$ cat src/rtl/calf_port_alloc.sv
// Output-port allocator for the CALF bufferless deflection router: places every valid flit on a
// distinct output port or the single eject slot, round-robin priority, registered results.
// Optional deflection counter is built when CALF_ALLOC_STATS_EN is defined.
module calf_port_alloc #(
  parameter int unsigned CNT_W    = 16,
  parameter int unsigned RR_RESET = 0
) (
  input  logic             clk,
  input  logic             rst,
  input  logic [3:0]       valid_in,
  input  logic [15:0]      rmatrix_in,
  input  logic             eject_ready,
  output logic [3:0]       grant_v,
  output logic [7:0]       port_sel,
  output logic [3:0]       eject_v,
  output logic [3:0]       deflect
`ifdef CALF_ALLOC_STATS_EN
  ,
  output logic [CNT_W-1:0] defl_count
`endif
);

  function automatic logic [1:0] lowest_port(input logic [3:0] mask);
    lowest_port = 2'd0;
    for (int b = 3; b >= 0; b--) begin
      if (mask[b]) lowest_port = 2'(b);
    end
  endfunction

  logic [1:0] rr_ptr_q, rr_ptr_d;
  logic [3:0] grant_q, grant_d;
  logic [7:0] port_sel_q, port_sel_d;
  logic [3:0] eject_q, eject_d;
  logic [3:0] deflect_q, deflect_d;

  // Per-slot scratch of the sequential service loop.
  logic [3:0] port_free;
  logic       eject_used;
  logic [1:0] idx;
  logic [3:0] rm;
  logic [3:0] avail;
  logic [1:0] pick;

  // NOTE: every variable written here gets a default first, so no path leaves a latch.
  always_comb begin
    port_free  = 4'b1111;
    eject_used = 1'b0;
    idx        = 2'd0;
    rm         = 4'd0;
    avail      = 4'd0;
    pick       = 2'd0;
    grant_d    = 4'd0;
    port_sel_d = 8'd0;
    eject_d    = 4'd0;
    deflect_d  = 4'd0;
    // NOTE: blocking assignments are deliberate; port_free/eject_used carry from one served
    // input to the next within the same cycle.
    for (int k = 0; k < 4; k++) begin
      idx = rr_ptr_q + 2'(k);
      rm  = rmatrix_in[idx*4 +: 4];
      if (valid_in[idx]) begin
        if (rm == 4'd0 && eject_ready && !eject_used) begin
          eject_used   = 1'b1;
          eject_d[idx] = 1'b1;
        end else begin
          avail = rm & port_free;
          if (avail != 4'd0) begin
            pick = lowest_port(avail);
          end else begin
            // Deflection: any free port; one always exists since ports >= inputs.
            pick           = lowest_port(port_free);
            deflect_d[idx] = 1'b1;
          end
          port_free[pick]         = 1'b0;
          grant_d[idx]            = 1'b1;
          port_sel_d[idx*2 +: 2]  = pick;
        end
      end
    end
  end

  always_comb begin
    rr_ptr_d = rr_ptr_q;
    if (|valid_in) rr_ptr_d = rr_ptr_q + 2'd1;
  end

  // NOTE: synchronous reset, so rst appears only inside the clocked block's body.
  always_ff @(posedge clk) begin
    if (rst) begin
      rr_ptr_q   <= RR_RESET[1:0];
      grant_q    <= '0;
      port_sel_q <= '0;
      eject_q    <= '0;
      deflect_q  <= '0;
    end else begin
      rr_ptr_q   <= rr_ptr_d;
      grant_q    <= grant_d;
      port_sel_q <= port_sel_d;
      eject_q    <= eject_d;
      deflect_q  <= deflect_d;
    end
  end

  assign grant_v  = grant_q;
  assign port_sel = port_sel_q;
  assign eject_v  = eject_q;
  assign deflect  = deflect_q;

`ifdef CALF_ALLOC_STATS_EN
  localparam int unsigned SUM_W = CNT_W + 3;
  localparam logic [SUM_W-1:0] SAT = {3'b000, {CNT_W{1'b1}}};

  logic [CNT_W-1:0] defl_count_q, defl_count_d;
  logic [2:0]       defl_pop;
  logic [SUM_W-1:0] defl_sum;

  always_comb begin
    defl_pop = 3'd0;
    for (int b = 0; b < 4; b++) defl_pop = defl_pop + {2'b00, deflect_d[b]};
    defl_sum     = SUM_W'(defl_count_q) + SUM_W'(defl_pop);
    defl_count_d = (defl_sum > SAT) ? {CNT_W{1'b1}} : defl_sum[CNT_W-1:0];
  end

  always_ff @(posedge clk) begin
    if (rst) defl_count_q <= '0;
    else     defl_count_q <= defl_count_d;
  end

  assign defl_count = defl_count_q;
`endif

endmodule

$ cat config.mk
export PLATFORM = sky130hd
export DESIGN_NAME = calf_port_alloc
export DESIGN_NICKNAME = d
export VERILOG_FILES = /design/src/rtl/calf_port_alloc.sv
export SDC_FILE = /design/constraint.sdc
export NUM_CORES = 1
export LEC_CHECK = 0
export BUFFER_PORTS_ARGS = -buffer_cell sky130_fd_sc_hd__buf_2
export CORE_UTILIZATION = 40
export CTS_CLUSTER_SIZE = 30
export DETAILED_ROUTE_END_ITERATION = 8
export GPL_ROUTABILITY_DRIVEN = 0
export GPL_TIMING_DRIVEN = 0
export MAX_ROUTING_LAYER = met4
export PLACE_DENSITY = 0.68
export SYNTH_ARGS = -nofsm -noshare
export SYNTH_HDL_FRONTEND = slang
export SYNTH_SLANG_ARGS = --single-unit
$ cat constraint.sdc
create_clock -name clk -period 6 [get_ports clk]
set_clock_uncertainty 0.15 [all_clocks]
set_input_delay 0.3 -clock clk [delete_from_list [all_inputs] [get_ports clk]]
set_output_delay 0.3 -clock clk [all_outputs]
set_load 0.05 [all_outputs]
**Word-level counts from Yosys, hierarchy flattened**

Index checks and enable logic that the tools add are counted.

- Word-level logic and storage cells: 195
- Input port bits: 23
- Output and inout bits: 20
- Flip-flop bits (word level): 22

- Shift operators: 12
- $lt $le $gt $ge: 14
- Bitwise logic cells: 18
- Reduce and logical (&&, ||, !) cells: 26
- Muxes and demuxes: 113
- $add $sub $neg: 7

Operators by type and width:

| kind | number |
|---|---|
| two-way mux 4 bit | 34 |
| negator 3 -> 34 bit | 4 |
| variable shift 2 x 34 -> 8 bit (first input constant) | 4 |
| indexed part select 2 x 34 -> 8 bit | 4 |
| two-way mux 2 bit | 40 |
| two-way mux 8 bit | 8 |
| indexed part select 16 x 5 -> 4 bit | 4 |
| bitwise OR 4 bit | 9 |
| bitwise mux 8 bit | 3 |
| < comparator 2 x 3 -> 1 bit (second input constant) | 7 |
| bitwise AND 4 bit | 5 |
| two-way mux 1 bit | 17 |
| logical NOT 4 bit | 4 |
| nonzero test 4 bit | 4 |
| demux 1 bit (select 2 bit) | 7 |
| greater-or-equal comparator 2 x 1 -> 1 bit (second input constant) | 7 |
| logical AND 1 bit | 14 |
| NOT 4 bit | 3 |
| bitwise AND 8 bit | 1 |
| binary-select mux 1 bit (select 2 bit) | 4 |
| adder 2 bit (second input constant) | 2 |
| OR reduction 4 bit | 1 |
| logical NOT 1 bit | 3 |
| adder 2 x 1 -> 2 bit (second input constant) | 1 |

**Depth between registers and ports, before layout**

- Depth after elaboration: 59
- Depth in mapped cells: 17
- Mapped depth without buffers: 12

**Worst setup path after synthesis**

Ideal clock, no wire load.

- Path type: flip-flop to flip-flop
- From: register rr_ptr_q[0]
- To: register port_sel_q[1] (netlist: port_sel[1])
- Arrival time: 4.529 ns
- Path slack: 1.229 ns
- Stages on the path, launching flop included: 17
- Buffers on the path: 4
- Cells stage by stage: dfxtp_1 -> buf_4 -> buf_2 -> clkbuf_1 -> inv_1 -> ha_1 -> clkbuf_1 -> mux4_2 -> nor2_1 -> o2bb2ai_1 -> a211o_1 -> or4_4 -> a311oi_2 -> a31oi_1 -> o21ai_4 -> a22oi_2 -> o32ai_1

- Elaborated cells on any way between the ends: 132
- Classes of those cells: add/sub (7); order compare (6); shift (12); mux (77); bitwise (9); reduce/logical (21)

RTL lines:

| element | line | source |
|---|---|---|
| start, declared | 30 | `logic [1:0] rr_ptr_q, rr_ptr_d;` |
| start signal, assigned | 90 | `rr_ptr_q <= RR_RESET[1:0];` |
| start signal, assigned | 96 | `rr_ptr_q <= rr_ptr_d;` |
| adder 2 bit * | 59 | `idx = rr_ptr_q + 2'(k);` |
| via idx[0] | 39 | `logic [1:0] idx;` |
| indexed part select 16 x 5 -> 4 bit | 60 | `rm = rmatrix_in[idx*4 +: 4];` |
| bitwise AND 4 bit | 66 | `avail = rm & port_free;` |
| two-way mux 2 bit (4 in series) | 26 | `if (mask[b]) lowest_port = 2'(b);` |
| two-way mux 2 bit | 67 | `if (avail != 4'd0) begin` |
| two-way mux 2 bit | 62 | `if (rm == 4'd0 && eject_ready && !eject_used) begin` |
| two-way mux 2 bit | 61 | `if (valid_in[idx]) begin` |
| indexed part select 2 x 34 -> 8 bit | 76 | `port_sel_d[idx*2 +: 2] = pick;` |
| bitwise mux 8 bit | 76 |  |
| two-way mux 8 bit | 62 |  |
| two-way mux 8 bit * | 61 |  |
| end signal, assigned | 98 | `port_sel_q <= port_sel_d;` |
| end, declared | 32 | `logic [7:0] port_sel_q, port_sel_d;` |

The timed path passes the listed nets; every way through them passes the cells marked *. The select of a mux whose other input is x is not followed.
A chain may end at the register's enable or synchronous reset.

**Worst setup path in the final report**

- From: register rr_ptr_q[0]
- To: register deflect_q[0] (netlist: deflect[0])

- Elaborated cells on any way between the ends: 132
- Classes of those cells: add/sub (3); order compare (14); shift (4); mux (75); bitwise (11); reduce/logical (25)

RTL lines:

| element | line | source |
|---|---|---|
| adder 2 bit * | 59 |  |
| via idx[0] | 39 |  |
| < comparator 2 x 3 -> 1 bit (implied by the code) / greater-or-equal comparator 2 x 1 -> 1 bit (equally long branches) | 72 | `deflect_d[idx] = 1'b1;` |
| logical AND 1 bit (implied by the code) | 72 |  |
| two-way mux 1 bit (implied by the code) | 72 |  |
| demux 1 bit (select 2 bit) | 72 |  |
| bitwise OR 4 bit (no source line) | - |  |
| two-way mux 4 bit | 67 |  |
| two-way mux 4 bit | 62 |  |
| two-way mux 4 bit * | 61 |  |
| end signal, assigned | 100 | `deflect_q <= deflect_d;` |
| end, declared | 34 | `logic [3:0] deflect_q, deflect_d;` |

Marks and branches as above.

==> flow_summary.toml <==
[sta]
period_share_pct = 93.4
slew_viol_final = 0
max_slew.worst_pin.slew_ns = 0.848
hold_violations = 0
setup_viol = 0
fin_crit_ns = 5.60
rsz0062_at_grt = "false"
max_slew_margin_pct = 42.9
max_freq_mhz = 178

[worst_setup_path]
cp_top_family = "buffers and inverters"
criticalPathCategory = "reg2reg"
r2r-end = "deflect[0]"
worstSetupStartpointType = "register"
path_buf_inv = 6
cp_common_cell = "clkbuf_1"
end_kind = "register"
crit_fanout = 10
r2r_cells = 17
crit_required_ns = 6.04
crit_chain = "buf_4 > buf_2 > clkbuf_2 > inv_1 > ha_1 > clkbuf_1 > mux4_2 > a21boi_0 > o41a_1 > a211oi_2 > o211ai_1 > and2_1 > clkbuf_1 > nor4_1 > a221oi_1 > or2_2 > o41ai_2"
max_stage_delay_ns = 0.74
worstPathArrival_ns = 5.64
reg2reg_slack_ns = 0.40
r2r-start = "rr_ptr_q[0]"
slowest_stage = "nor4_1"

[worst_hold_path]
holdPathEnd = "deflect[3]"
whs_path_depth = 4
min_from = "rst"
hold_path.class = "in2reg"

[pwr]
power_density_nw_per_um2 = 268
finalPower_mw = 0.856
p_leak_nw = 1.20
ir_drop_mv = 0.107

[synth]
synth_edf_count = 0
yosys_warnings = 0
syn_nets = 374
syn_avg_cell_area_um2 = 8.15
synthFlopType = "dfxtp_1"
synth-seq-cells = 22
synthCells = 343
synth_cell_types = 71
ys_seq_area_share_pct = 15.8
syn_area_um2 = 2800
async_flop_share_pct = 0

[global_routing]
antenna_found_initial = 0
grt_max_degree = 14
first_global_vias = 2785
grt_util_all_layers_pct = 24.4
grt-ovfl-total = 0
grt_pass1_wl_mm = 13.9

[clock_tree]
clock_latency_ns = 0.27
htree_num_levels = 1
clock_tree.buffer_depth = 2
tritoncts = "done"
root_buffer = "clkbuf_8"
cts_setup_buffers = 0
cts.sinks = 22
postCtsHoldBufs = 0
cts_made_buffers = 3
path_clk_slew_ns = 0.08

[cells_and_area]
fin_nets = 420
drive_gt1_share_pct = 21.4
stdcell_area_um2 = 3200
diodes = 0
final_cell_mix = "nand2_1 (44), buf_2 (42), nor2_1 (27), a21oi_1 (23), dfxtp_1 (22)"
layout_commonest_cell = "nand2_1"
area_delta_synth_final_pct = 14.5

[place]
dpl.hpwl_mm = 6.58
io_buffers = 41
dpl_cell_area_um2 = 3100

[route]
route.detailed.drc = 0
num_vias = 3102
vias_per_cell = 6.63
antenna_left = 0
drt_wl_total_mm = 8.58
route.detailed.wl_per_inst_um = 18.3
drtIter0Drc = 407
dr.pass1.iters = 7

[floorplanning]
fp.dieW_um = 85.6
rows = 30
core_um2 = 6760
ioPinCount = 43
start_util_pct = 41.4
die_h_um = 85.6
die_area_um2 = 7330

[outcome]
status = "finished, final reports clean"

[flow_run]
maxCapViolCount = 0
[Yosys cell counts, drive strengths merged, types with 2 or more instances]
master,number,share of area (%)
nand2,44,5.9
nor2,27,3.6
a21oi,24,4.3
dfxtp,22,16
mux4,19,16
clkbuf,17,2.3
inv,15,2.0
o21ai,13,2.9
nor4,11,2.5
o32ai,10,3.1
and2,9,2.0
ha,8,3.6
nand2b,7,1.6
nor3,7,1.4
a211oi,6,1.8
a222oi,6,2.1
a22oi,6,1.8
nand3,6,1.1
o211ai,6,1.6
a21o,5,1.3
o221ai,5,1.6
a31oi,4,0.90
buf,4,0.85
o21bai,4,1.5
a2111oi,3,0.98
and3,3,0.85
mux2i,3,1.1
nand4,3,0.67
o211a,3,1.1
a211o,2,0.63
a21boi,2,0.54
nor2b,2,0.45
nor3b,2,0.54
o21a,2,0.54
o22ai,2,0.45
o2bb2ai,2,0.63
o311ai,2,0.63
o31a,2,0.63
o31ai,2,0.54
o41ai,2,0.90
or2,2,0.45
or4,2,0.81
[layer usage]
layer  track usage (%)  wire length [um]  up-vias
met5                 -                 0        -
met1              34.0              3670     1445
met4              5.76               174        0
met3              3.08               795       27
met2              37.8              3930      174
li1                  -                 -     1456
[worst register-to-register path, delay by kind of cell, from the launching register on]
kind | cells | cell delay, ns
and+or+nand+nor | 3 | 1.25
buffers and inverters | 6 | 1.66
adders and majority gates | 1 | 0.33
AOI/OAI and AO/OA | 6 | 1.24
muxes | 1 | 0.47
DFF | 1 | 0.43
[where the power goes]
group	internal (mW)	switching, mW
Clock	0.0893	0.0523
Combinational	0.180	0.371
Sequential	0.158	0.00517
[layout make-up]
class	count	area [um2]
multi-input cells	285	2240
clock inverters	1	30.0
inverters	15	56.3
clock buffers	3	41.3
flip-flops and latches	22	440
repair buffers	41	205
fillers	688	3560
plain buffers	21	90.1
well taps	80	100
[worst max path at each step]
stage	to	slack (ns)	cells past startpoint	start
final	deflect[0]	0.40	17	rr_ptr_q[0]
after global routing	port_sel[3]	0.03	16	rr_ptr_q[0]
after CTS	port_sel[1]	0.13	15	rr_ptr_q[0]
after detailed placement	deflect[2]	-0.005	15	rr_ptr_q[0]
after global placement	port_sel[5]	0.008	15	rr_ptr_q[0]
after floorplan	port_sel[1]	1.23	16	rr_ptr_q[0]
[metrics by stage]
stage,hold WS (ns),cells,setup TNS (ns),worst slack [ns],utilization [%]
after floorplan,0.360,343,0,1.23,-
after global placement,0.497,464,0,0.00820,45.9
after detailed placement,0.501,464,-0.0120,-0.00481,45.9
after CTS,0.211,468,0,0.130,47.0
after global routing,0.224,468,0,0.0339,47.4
final,0.211,468,0,0.397,47.4
[repair_timing]
action | in CTS | in global routing
gates resized for setup | 1 | 8
endpoints found under the setup margin | 8 | 12
pin swaps | 0 | 0
[state kept, by name, summed over array words and instances, names as in the netlist]
register  flops
rr_ptr_q      2
grant_v       4
eject_v       4
port_sel      8
deflect       4
[cell families after synthesis]
logic type | synth area share [%]
fa+ha+maj | 3.58
flops | 15.8
compound gates | 33.1
buf+inv | 5.15
xor+xnor | 0.313
simple gates | 24.4
mux | 17.7
(Power assumes the default switching activity.)
